--- src/rtl/uart_rx.sv ---
// rtl/uart_rx.sv - 8N1 UART receiver with majority-vote sampling and valid/ready byte output.
module uart_rx #(
  parameter int CLKS_PER_BIT = 868
) (
  input  logic       clk,
  input  logic       rst_n,
  input  logic       rx,
  output logic [7:0] rx_data,
  output logic       rx_valid,
  input  logic       rx_ready,
  output logic       frame_err,
  output logic       overrun
);

  localparam int CNT_W = $clog2(CLKS_PER_BIT);
  localparam int MID   = CLKS_PER_BIT / 2;

  localparam logic [CNT_W-1:0] CNT_MID_M1 = CNT_W'(MID - 1);
  localparam logic [CNT_W-1:0] CNT_MID    = CNT_W'(MID);
  localparam logic [CNT_W-1:0] CNT_MID_P1 = CNT_W'(MID + 1);
  localparam logic [CNT_W-1:0] CNT_LAST   = CNT_W'(CLKS_PER_BIT - 1);

  localparam logic [2:0] S_IDLE      = 3'd0;
  localparam logic [2:0] S_START     = 3'd1;
  localparam logic [2:0] S_DATA      = 3'd2;
  localparam logic [2:0] S_STOP      = 3'd3;
  localparam logic [2:0] S_WAIT_IDLE = 3'd4;

  logic             rx_meta;
  logic             rx_s;
  logic [2:0]       state;
  logic [CNT_W-1:0] cnt;
  logic [2:0]       bit_idx;
  logic [7:0]       shift;
  logic             samp_a;
  logic             samp_b;
  logic             vote;
  logic             at_vote;
  logic             at_end;
  logic             deliver;

  always_ff @(posedge clk or negedge rst_n) begin
    if (!rst_n) begin
      rx_meta <= 1'b1;
      rx_s    <= 1'b1;
    end else begin
      rx_meta <= rx;
      rx_s    <= rx_meta;
    end
  end

  // The third vote sample is the live rx_s, so the decision is available at MID+1.
  assign vote    = (samp_a & samp_b) | (samp_a & rx_s) | (samp_b & rx_s);
  assign at_vote = (cnt == CNT_MID_P1);
  assign at_end  = (cnt == CNT_LAST);
  assign deliver = (state == S_STOP) && at_vote && vote;

  always_ff @(posedge clk or negedge rst_n) begin
    if (!rst_n) begin
      samp_a <= 1'b0;
      samp_b <= 1'b0;
    end else begin
      if (cnt == CNT_MID_M1) samp_a <= rx_s;
      if (cnt == CNT_MID)    samp_b <= rx_s;
    end
  end

  always_ff @(posedge clk or negedge rst_n) begin
    if (!rst_n) begin
      state     <= S_IDLE;
      cnt       <= '0;
      bit_idx   <= 3'd0;
      shift     <= 8'h00;
      frame_err <= 1'b0;
    end else begin
      frame_err <= 1'b0;
      case (state)
        S_IDLE: begin
          cnt     <= '0;
          bit_idx <= 3'd0;
          if (!rx_s) state <= S_START;
        end
        S_START: begin
          if (at_vote && vote) begin
            state <= S_IDLE;
            cnt   <= '0;
          end else if (at_end) begin
            state <= S_DATA;
            cnt   <= '0;
          end else begin
            cnt <= cnt + CNT_W'(1);
          end
        end
        S_DATA: begin
          if (at_vote) shift <= {vote, shift[7:1]};
          if (at_end) begin
            cnt     <= '0;
            bit_idx <= bit_idx + 3'd1;
            if (bit_idx == 3'd7) state <= S_STOP;
          end else begin
            cnt <= cnt + CNT_W'(1);
          end
        end
        S_STOP: begin
          // Leave at the stop-bit vote rather than the bit end to resync early.
          if (at_vote) begin
            cnt <= '0;
            if (vote) begin
              state <= S_IDLE;
            end else begin
              frame_err <= 1'b1;
              state     <= S_WAIT_IDLE;
            end
          end else begin
            cnt <= cnt + CNT_W'(1);
          end
        end
        S_WAIT_IDLE: begin
          cnt <= '0;
          if (rx_s) state <= S_IDLE;
        end
        default: begin
          state <= S_IDLE;
          cnt   <= '0;
        end
      endcase
    end
  end

  always_ff @(posedge clk or negedge rst_n) begin
    if (!rst_n) begin
      rx_data  <= 8'h00;
      rx_valid <= 1'b0;
      overrun  <= 1'b0;
    end else begin
      overrun <= 1'b0;
      if (deliver) begin
        if (!rx_valid || rx_ready) begin
          rx_data  <= shift;
          rx_valid <= 1'b1;
        end else begin
          overrun <= 1'b1;
        end
      end else if (rx_valid && rx_ready) begin
        rx_valid <= 1'b0;
      end
    end
  end

endmodule

--- config.mk ---
export PLATFORM = sky130hd
export DESIGN_NAME = uart_rx
export DESIGN_NICKNAME = d
export VERILOG_FILES = /design/src/rtl/uart_rx.sv
export SDC_FILE = /design/constraint.sdc
export NUM_CORES = 1
export LEC_CHECK = 0
export BUFFER_PORTS_ARGS = -buffer_cell sky130_fd_sc_hd__buf_2
export CAP_MARGIN = 40
export CORE_MARGIN = 1.5
export CORE_UTILIZATION = 25
export CTS_BUF_LIST = sky130_fd_sc_hd__clkbuf_8 sky130_fd_sc_hd__clkbuf_16
export DETAILED_ROUTE_END_ITERATION = 10
export SYNTH_ARGS = -nofsm -noshare
export SYNTH_HDL_FRONTEND = slang
export SYNTH_SLANG_ARGS = --single-unit
export TNS_END_PERCENT = 5
--- constraint.sdc ---
create_clock -name clk -period 3.3 [get_ports clk]
set_input_delay 0.66 -clock clk [delete_from_list [all_inputs] [get_ports clk]]
set_output_delay 0.66 -clock clk [all_outputs]
set_load 0.05 [all_outputs]
### Word-level counts from Yosys, hierarchy flattened

Index checks and enable logic that the tools add are counted.
W data, S select, Z words.

| word-level totals | value |
|---|---|
| register bits after elaboration | 39 |
| bits of input ports | 4 |
| output and inout port bits | 11 |
| word-level logic and storage cells | 72 |

| cells by class | value |
|---|---|
| add/subtract/negate cells | 2 |
| equality and inequality tests | 16 |
| muxes and demuxes | 23 |
| bitwise logic cells | 5 |
| reduce and logical (&&, ||, !) cells | 14 |

Operators with widths:

| kind | number |
|---|---|
| $eq A10 B9 Y1 const B | 3 |
| $mux W10 | 3 |
| $pmux W10 S3 | 1 |
| $mux W3 | 9 |
| $pmux W3 S5 | 1 |
| $add A10 B1 Y10 const B | 1 |
| $eq A10 B10 Y1 const B | 1 |
| $ne A2 B2 Y1 const B | 5 |
| $mux W1 | 8 |
| $reduce_and A2 Y1 | 4 |
| $eq A3 B2 Y1 const B | 2 |
| $eq A3 B3 Y1 const B | 2 |
| $pmux W3 S2 | 1 |
| $reduce_and A6 Y1 | 1 |
| $logic_and A1 B1 Y1 | 4 |
| $reduce_bool A2 Y1 | 2 |
| $add A3 B1 Y3 const B | 1 |
| $and A1 B1 Y1 | 3 |
| $eq A3 B1 Y1 const B | 1 |
| $logic_not A3 Y1 | 1 |
| $ne A3 B3 Y1 const B | 1 |
| $ne A2 B1 Y1 const B | 1 |
| $or A1 B1 Y1 | 2 |
| $logic_not A1 Y1 | 1 |
| $logic_or A1 B1 Y1 | 1 |

### Longest topological paths before layout

Gate-level depths: netlist of the first run.

| logic depth | value |
|---|---|
| depth in word-level cells | 6 |
| mapped depth | 6 |
| mapped depth without buffers | 5 |

### Worst setup path before layout of the first run

No wires, ideal clock.

| timing | value |
|---|---|
| path type | register to register |
| start | register cnt[0] |
| end | register rx_data[0] |
| library setup time | 125 ps |
| arrival time | 1757 ps |
| required time | 3175 ps |
| slack | 1418 ps |
| cell stages (with the launch flop) | 6 |
| path buffers | 1 |
| period minus slack after synthesis | 1882 ps |
| cell sequence | dfrtp_1 -> ha_1 -> nor3b_2 -> and4_4 -> buf_6 -> mux2_4 |

| between the ends | value |
|---|---|
| cells in the longest elaborated chain, start to end | 4 |

Ends and longest elaborated chain:

| what | RTL line | text |
|---|---|---|
| from (decl) | 32 | `logic [CNT_W-1:0] cnt;` |
| from (signal assigned) | 91 | `cnt <= cnt + CNT_W'(1);` |
| from (signal assigned) | 101 | `cnt <= cnt + CNT_W'(1);` |
| from (signal assigned) | 115 | `cnt <= cnt + CNT_W'(1);` |
| $eq A10 B9 Y1 | 54 | `assign at_vote = (cnt == CNT_MID_P1);` |
| $logic_and A1 B1 Y1 (2 in series) | 56 | `assign deliver = (state == S_STOP) && at_vote && vote;` |
| $reduce_and A2 Y1 (no line) | n/a |  |
| to (signal assigned) | 139 | `rx_data <= shift;` |
| to (decl) | 8 | `output logic [7:0] rx_data,` |

No other way between the ends.
A chain may end at the register's enable or synchronous reset.

### Worst setup path after layout of the first run

Same ends and word-level chain as after synthesis.

==> results of run 1 <==
[Yosys cell counts (2+ instances only)]
library cell   n
dfrtp_1       37
nand4b_1       2
mux2_2        10
buf_2          3
xor2_1         2
nand2_1        7
buf_6          2
and2_1         3
dfstp_2        2
ha_1           5
mux2_4         8
inv_1          5
nor3_1         5
nand3b_1       2
xnor2_1        7
nor2_1         7
nand2b_1       2
nand4_1        6
a21oi_1       11
nand3_1       11
[registers in the layout (all words and copies together), names as in the netlist]
signal,count
shift,8
rx_meta,1
bit_idx,3
samp_a,1
overrun,1
samp_b,1
state,3
rx_s,1
rx_valid,1
rx_data,8
cnt,10
frame_err,1
[power groups by stage]
| stage | Sequential (uW) | Combinational (uW) | Clock, uW |
|---|---|---|---|
| after floorplan | 490 | 0.913 | 0 |
| after global placement | 490 | 12.1 | 0 |
| after detailed placement | 490 | 16.2 | 0 |
| after CTS | 481 | 16.2 | 327 |
| after global routing | 481 | 17.6 | 348 |
| final | 481 | 15.1 | 312 |
[metal layers]
metal | part of all wire | vias up | GRT usage
met5 | 0 | - | 0
met4 | 0.0044 | 0 | 0.0278
met3 | 0.027 | 2 | 0.0279
met2 | 0.46 | 13 | 0.133
met1 | 0.51 | 576 | 0.119
li1 | - | 602 | -
[area by class of cell]
type | count | area (um^2)
clock buffers | 5 | 68.8
clock inverters | 3 | 20.0
fillers | 785 | 5130
inverters | 5 | 18.8
multi-input cells | 107 | 850
flip-flops and latches | 39 | 978
well taps | 99 | 124
repair buffers | 15 | 97.6
[worst paths after layout]
check,slack (ns),to,cells past startpoint
worst max-delay path,1.18,rx_data[0],4
worst min-delay path,0.30,cnt[4],1
worst max register to register,1.18,rx_data[0],4
worst min register to register,0.36,rx_s,0
max in group asynchronous,2.56,rx_data[5],2
min in group clk,0.36,rx_s,0
[worst max-delay path, stage by stage, from the launching register on]
cell,delay (ns)
dfrtp_1,0.43
ha_1,0.25
nor3b_2,0.55
and4_4,0.47
mux2_4,0.31
[placed cells by master, fill, tap and decap left out, drive strengths merged, types with 3 or more instances in the layout]
cell / count
clkbuf: 5
nor3: 5
ha: 5
inv: 5
dfrtp: 37
and2: 3
buf: 15
xnor2: 7
nand4: 7
a21oi: 12
mux2: 18
nand3: 11
nor2: 7
nand2: 7
[through the flow]
step | hold WS [ns] | std cells
after floorplan | 0.345 | 158
after global placement | 0.347 | 264
after detailed placement | 0.347 | 265
after CTS | 0.303 | 273
after global routing | 0.317 | 273
final | 0.300 | 273
[cells by family after synthesis]
family | share of synthesized area
adders and majority gates | 0.0390
muxes | 0.123
DFF | 0.517
AOI/OAI and AO/OA | 0.0793
buffers and inverters | 0.0344
xor gates and xnor gates | 0.0416
and+or+nand+nor | 0.166
==> impl_metrics.ini, run 1 <==
[status]
outcome = completed

[drt]
post-route-drc-count = 0
num_vias = 1193
wl_per_cell_um = 11.6
drt-initial-drc-count = 56
ant_nets = 0
drt_first_pass_iters = 4
drt-vias-per-instance = 4.37
routed_wirelength_mm = 3.17

[clock_tree]
postCtsResizedCells = 0
cts_root_buffer = clkbuf_8
cts_setup_buffers = 0
cts_hold_buf = 0
clkLatencyLatePin_ns = 0.29
cts_tree = built
cts_max_level = 2
clk_pin_slew_ns = 0.08
cts_made_buffers = 5
clock_tree.buffer_depth = 2
clkSinkCount = 39

[cells_and_area]
drive_above_1_share = 0.299
nets = 182
final_cell_area_um2 = 2160
fin_util = 0.296
n_antenna_cell = 0
areaGrowthSynthToFinish_pct = 13.9

[synth]
synth_area_per_cell_um2 = 12.0
yosys.area.top_type = dfrtp_1
netlist_area_um2 = 1890
synthTopCellsByArea = dfrtp_1 (49%), mux2_4 (6.3%), mux2_2 (5.9%)
synth-edff-count = 0
yosysSeqAreaShare = 0.517
ys.flop_type = dfrtp_1
synth_cell_types = 41
synth-seq-cells = 39
synth_nets = 167
async_flop_share = 1.00
yosysWarnings = 0
netlist_instances = 158
synth_top_area_share = 0.489

[grt]
overflow = 0
grt_max_degree = 24
grt_pass1_vias = 1212
antenna_found_initial = 0
grt_pass1_wl_mm = 5.74
grt_usage = 0.0881

[pwr]
comb_power_share = 0.019
p_int_uw = 632
powerDensity_nw_per_um2 = 375
power_uw = 808
vdd_drop_max_mv = 0.226
p_sw_frac = 0.218
leakagePower_uw = 0.000992
seq_power_share = 0.595
p_switching_uw = 176
clkPwrFrac = 0.386

[timing]
slew_viol_final = 0
worst_slew_pin_slew_ns = 0.738
fmax_mhz = 473
slew_headroom = 0.505
finalClockSkew_ns = 0.00987
report.final.hold_viol_count = 0
rsz0062_at_grt = false
layout_setup_ws_ns = 1.18
fin_setup_tns_ns = 0
period_needed_ns = 2.12
finalSetupViolCount = 0
timing.final.crit_share = 0.641

[placement]
place_ws_ns = 1.20
hpwl_mm = 2.33
gp_congestion = 0.731
placedInstanceArea_um2 = 2070
port_buffers = 14

[worst_setup_path]
crit_start = cnt[0]
crit_required_ns = 3.48
crit_type = flop to flop
endpoint_kind = flop
reg2reg_from = cnt[0]
cp-start-kind = flop
path_max_fanout = 10
critPathArrivalTime_ns = 2.30

[floorplan]
row_count = 31
die_w_um = 90.0
fp.coreArea_um2 = 7290
die_h_um = 90.0
initial_utilization = 0.260
fp.dieArea_um2 = 8100
ios = 15

[worst_hold_path]
min_path_type = input pin to asynchronous set/reset pin

[job]
maxCapViolCount = 0
Power figures use the tool's default switching activity.
==> run 2, diff against run 1 <==
Settings changed: ABC_AREA from default to 1.
Clock period 3.3 ns to 1.85 ns, I/O delays scaled along.
==> run 2 against run 1 <==
  * Sequential share of layout area hardly changed
  * Register-to-register slack got worse by 0.98 ns
  * Combinational power is 44% higher
  * Sequential power grew 78%
  * Maximum frequency grew 28%
  * Global-route usage up 0.43 points
  * Final area hardly changed
  * Critical path depth is 6 higher
==> impl_metrics.ini, run 2 <==
[floorplan]
initial_utilization = 0.258
row_count = 31
die_w_um = 89.5
ios = 15
die_h_um = 89.5
fp.coreArea_um2 = 7250
fp.dieArea_um2 = 8000

[placement]
placedInstanceArea_um2 = 2070
port_buffers = 14
hpwl_mm = 2.32
place_ws_ns = 0.169
gp_congestion = 0.822

[drt]
routed_wirelength_mm = 3.15
drt-initial-drc-count = 50
num_vias = 1326
ant_nets = 0
wl_per_cell_um = 9.60
drt-vias-per-instance = 4.04
post-route-drc-count = 0
drt_first_pass_iters = 4

[worst_setup_path]
reg2reg_from = cnt[0]
path_delay_family = simple AND/OR/NAND/NOR gates
reg2reg_to = state[1]
endpoint_kind = flop
path_max_fanout = 6
cp-start-kind = flop
crit_slowest_cell = dfrtp_1
r2r.worst_path.cells = 10
slowest_delay_ns = 0.43
crit_required_ns = 2.07
regToRegSetupSlack_ns = 0.20
critPathArrivalTime_ns = 1.87
crit_type = flop to flop
crit_top_cell = nand2_1
cp.buffers_inverters = 1
path_cells = ha_1, nand2_2, nor2_4, nand2_1, nand2_1, nand3_1, nand2_1, buf_4, nand3_1, nand2_1

[cells_and_area]
largest_register = cnt
nets = 237
areaGrowthSynthToFinish_pct = 15.3
largest_register_ffs = 10
layout_commonest_cell = nand2_1
drive_above_1_share = 0.223
n_antenna_cell = 0
top_regs = cnt x10, rx_data x8, shift x8
final_cell_area_um2 = 2160
layout_common_cells = nand2_1 (50), dfrtp_1 (37), inv_1 (32)

[synth]
synth_nets = 215
yosysSeqAreaShare = 0.523
ys.flop_type = dfrtp_1
synth-seq-cells = 39
yosysMostFrequentCell = nand2_1
yosysWarnings = 0
netlist_area_um2 = 1870
synth_top_area_share = 0.495
yosys.area.top_type = dfrtp_1
synth_cell_types = 27
synthTopCellsByArea = dfrtp_1 (50%), nand2_1 (10%), inv_1 (6.2%)
async_flop_share = 1.00
netlist_instances = 206
synth_area_per_cell_um2 = 9.07
synth-edff-count = 0
yosys-top-cells-count = nand2_1 (50), dfrtp_1 (37), inv_1 (31)

[grt]
antenna_found_initial = 0
grt_pass1_wl_mm = 5.62
grt_use_met1 = 0.106
grt_max_degree = 40
grt_usage = 0.0924
grt_use_met3 = 0.0305
use_met2 = 0.154
grt_pass1_vias = 1300
top_usage_layer = met2
overflow = 0

[clock_tree]
cts_made_buffers = 5
clkSinkCount = 39
clkLatencyLatePin_ns = 0.29
clock_tree.buffer_depth = 2
cts_max_level = 2
clk_pin_slew_ns = 0.08
cts_root_buffer = clkbuf_8
cts_hold_buf = 0
cts_tree = built

[timing]
fmax_mhz = 607
finalClockSkew_ns = 0.0112
report.final.hold_viol_count = 0
worst_slew_pin_slew_ns = 0.497
fin_setup_tns_ns = 0
timing.final.crit_share = 0.891
rsz0062_at_grt = false
slew_headroom = 0.669
slew_viol_final = 0
layout_setup_ws_ns = 0.202
period_needed_ns = 1.65
finalSetupViolCount = 0

[pwr]
clkPwrFrac = 0.387
p_int_uw = 1120
powerDensity_nw_per_um2 = 666
p_sw_frac = 0.221
seq_power_share = 0.598
p_switching_uw = 317
power_uw = 1430
comb_power_share = 0.015
leakagePower_uw = 0.00104
vdd_drop_max_mv = 0.248

[job]
maxCapViolCount = 0

[status]
outcome = completed

[worst_hold_path]
min_path_type = input pin to asynchronous set/reset pin
[run 2: changes by cell type after synthesis, moves of 3 or more]
cell     before  now
a21oi_1      11    1
and2_1        3    0
inv_1         5   31
mux2_2       10    1
mux2_4        8    0
nand2_1       7   50
nand4_1       6    3
nor2_1        7   13
nor2_4        0    4
nor3_2        0    3
o21ai_0       0   15
o21ai_2       0    7
xnor2_1       7    1
[run 2: cell families after synthesis]
| group | share of synthesized area |
|---|---|
| mux | 0.00602 |
| buf+inv | 0.0790 |
| simple gates | 0.260 |
| fa+ha+maj | 0.0335 |
| flops | 0.523 |
| compound gates | 0.0843 |
| xor+xnor | 0.0141 |
[run 2: timing repair]
item,4_1_cts,5_1_grt
resized for setup,0,1
endpoints found under the setup margin,0,1
buffers inserted,0,0
[run 2: layout make-up]
cell class	count	area (um^2)
flip-flops and latches	39	978
multi-input cells	132	748
well taps	99	124
clock buffers	5	68.8
repair buffers	18	100
inverters	32	120
clock inverters	3	16.3
fillers	780	5100
[run 2: stage by stage]
step / instances / util / hold WS [ns]
after detailed placement: 320 / 0.285 / 0.352
after global routing: 328 / 0.297 / 0.164
final: 328 / 0.297 / 0.116
after CTS: 328 / 0.297 / 0.139
after global placement: 320 / 0.285 / 0.347
after floorplan: 206 / - / 0.0744
[run 2: power by group through the flow]
| stage | logic (uW) | clock network [uW] | registers [uW] |
|---|---|---|---|
| after floorplan | 1.13 | 0 | 874 |
| after global routing | 27.1 | 603 | 858 |
| final | 21.8 | 556 | 857 |
| after global placement | 23.7 | 0 | 874 |
| after detailed placement | 23.8 | 0 | 874 |
| after CTS | 23.7 | 581 | 857 |
[run 2: routing by layer]
metal  up-vias  wire (um)
met5         -          0
met4         0         81
met3         5         83
met2        18       1480
met1       611       1510
li1        692          -
[run 2: worst max path at each step]
stage / depth (start not counted) / endpoint / startpoint / slack, ns
after detailed placement: 8 / rx_data[6] / cnt[0] / 0.17
final: 10 / state[1] / cnt[0] / 0.20
after CTS: 8 / rx_data[6] / cnt[0] / 0.16
after global placement: 8 / rx_data[6] / cnt[0] / 0.20
after floorplan: 9 / rx_data[6] / cnt[0] / 0.35
after global routing: 10 / state[2] / cnt[0] / 0.005
==> run 3, diff against run 2 <==
Settings changed: CORE_MARGIN 1.5 to default.
==> run 3 against run 2 <==
  * Maximum frequency increased by 0.42%
  * Wire length is 1.9% lower
  * Sequential share of layout area increased by 0.084 points
  * Non-clock buffer count unchanged
  * Clock power is 1% lower
  * Final area about the same
  * Global-route usage is 0.27 points lower
  * Largest power group unchanged
  * Highest routed layer unchanged
==> impl_metrics.ini, run 3 (synthesized netlist as in run 2, its figures left out) <==
[cells_and_area]
areaGrowthSynthToFinish_pct = 15.3
nets = 237
layout_common_cells = nand2_1 (50), dfrtp_1 (36), inv_1 (32)
nFillCells = 777
fin_util = 0.297
largest_register_ffs = 10
layout_commonest_cell = nand2_1
final-seq-area_um2 = 980
drive_above_1_share = 0.231
final_cell_area_um2 = 2150
n_antenna_cell = 0
largest_register = cnt
multiInputGateArea_um2 = 746
top_regs = cnt x10, rx_data x8, shift x8

[worst_setup_path]
critPathArrivalTime_ns = 1.82
crit_required_ns = 2.03
path_max_fanout = 9
reg2reg_to = cnt[6]
crit_type = flop to flop
slowest_delay_ns = 0.41
path_cells = ha_2, nand2_2, inv_1, nand3_1, inv_1, nand2_1, nand2_1, buf_4, nor2_1
r2r.worst_path.cells = 9
crit_slowest_cell = dfrtp_1
cp-start-kind = flop
regToRegSetupSlack_ns = 0.21
endpoint_kind = flop
reg2reg_from = cnt[1]

[clock_tree]
clk_pin_slew_ns = 0.07
cts_max_level = 2
clock_tree.buffer_depth = 2
cts_root_buffer = clkbuf_8
cts_made_buffers = 5
clkSinkCount = 39
clkLatencyLatePin_ns = 0.29
cts_hold_buf = 0
cts_tree = built
cts_setup_buffers = 0

[placement]
port_buffers = 14
hpwl_mm = 2.33
placedInstanceArea_um2 = 2070
gp_congestion = 0.816

[timing]
fmax_mhz = 610
finalSetupViolCount = 0
worst_slew_pin_slew_ns = 0.569
report.final.hold_viol_count = 0
timing.final.crit_share = 0.887
slew_viol_final = 0
fin_setup_tns_ns = 0
period_needed_ns = 1.64
rsz0062_at_grt = false
finalClockSkew_ns = 0.00608
slew_headroom = 0.620

[pwr]
vdd_drop_max_mv = 0.222
seq_power_share = 0.600
p_switching_uw = 311
p_sw_frac = 0.218
powerDensity_nw_per_um2 = 664
comb_power_share = 0.016
leakagePower_uw = 0.00103
clkPwrFrac = 0.384
p_int_uw = 1120

[drt]
routed_wirelength_mm = 3.09
dr_wl_met2_mm = 1.44
num_vias = 1290
wl_per_cell_um = 9.41
drt-initial-drc-count = 60
post-route-drc-count = 0
top_layer = met4
ant_nets = 0
drt-vias-per-instance = 3.93
dr_wl_met3_um = 94
drt_first_pass_iters = 4
met1_length_mm = 1.51

[floorplan]
initial_utilization = 0.258
die_w_um = 88.5
fp.coreArea_um2 = 7250
row_count = 31
die_h_um = 88.5
ios = 15
fp.dieArea_um2 = 7830

[worst_hold_path]
min_path_type = input pin to asynchronous set/reset pin

[grt]
overflow = 0
grt_usage = 0.0897
grt_pass1_wl_mm = 5.42
grt_pass1_vias = 1250
antenna_found_initial = 0
grt_max_degree = 28

[status]
outcome = completed

[job]
maxCapViolCount = 0
-- run 3: how the worst max path moves through the flow --
stage,start,end,slack [ns],depth (start not counted)
CTS,cnt[0],cnt[6],0.15,9
global route,cnt[1],cnt[6],0.01,9
finish,cnt[1],cnt[6],0.21,9
floorplan,cnt[0],rx_data[6],0.35,9
detailed placement,cnt[0],cnt[6],0.16,9
global placement,cnt[0],cnt[6],0.21,9
-- run 3: power by group through the flow --
stage          combinational (uW)  sequential, uW  clock, uW
6_report                     23.0             858        550
3_5_place_dp                 25.0             874          0
3_3_place_gp                 24.9             874          0
5_1_grt                      28.1             858        603
4_1_cts                      25.2             857        581
2_1_floorplan                1.13             874          0
-- run 3: through the flow --
stage          instances  hold WS, ns  total power [uW]  setup slack [ns]
2_1_floorplan        206       0.0744               875             0.354
3_3_place_gp         320        0.348               899             0.211
3_5_place_dp         320        0.348               899             0.160
4_1_cts              328       0.0846              1460             0.149
5_1_grt              328        0.118              1490            0.0119
6_report             328       0.0674              1430             0.209
-- run 3: final cells by class --
type / instances / share of cell area
inverter: 32 / 0.0557
clock inverter: 3 / 0.00755
timing repair buffer: 18 / 0.0465
multi-input combinational: 132 / 0.346
sequential: 39 / 0.455
clock buffer: 5 / 0.0319
tap: 99 / 0.0575
-- run 3: per-layer routing --
layer / vias up / global-route usage
met4: 0 / 0.0425
met3: 7 / 0.0243
met5: - / 0
met2: 14 / 0.145
met1: 574 / 0.111
li1: 695 / -
-- run 3: what timing repair did --
action / CTS / global route
hold endpoints to repair: 0 / 0
setup endpoints to repair: 0 / 12
gates resized for setup: 0 / 2
-- run 3: critical path: cells and delay by family, from the launching register on --
family | cells | cell delay (ns)
flip-flops | 1 | 0.41
buffers and inverters | 3 | 0.41
AND/OR/NAND/NOR | 5 | 0.47
adder cells (fa/ha/maj) | 1 | 0.23
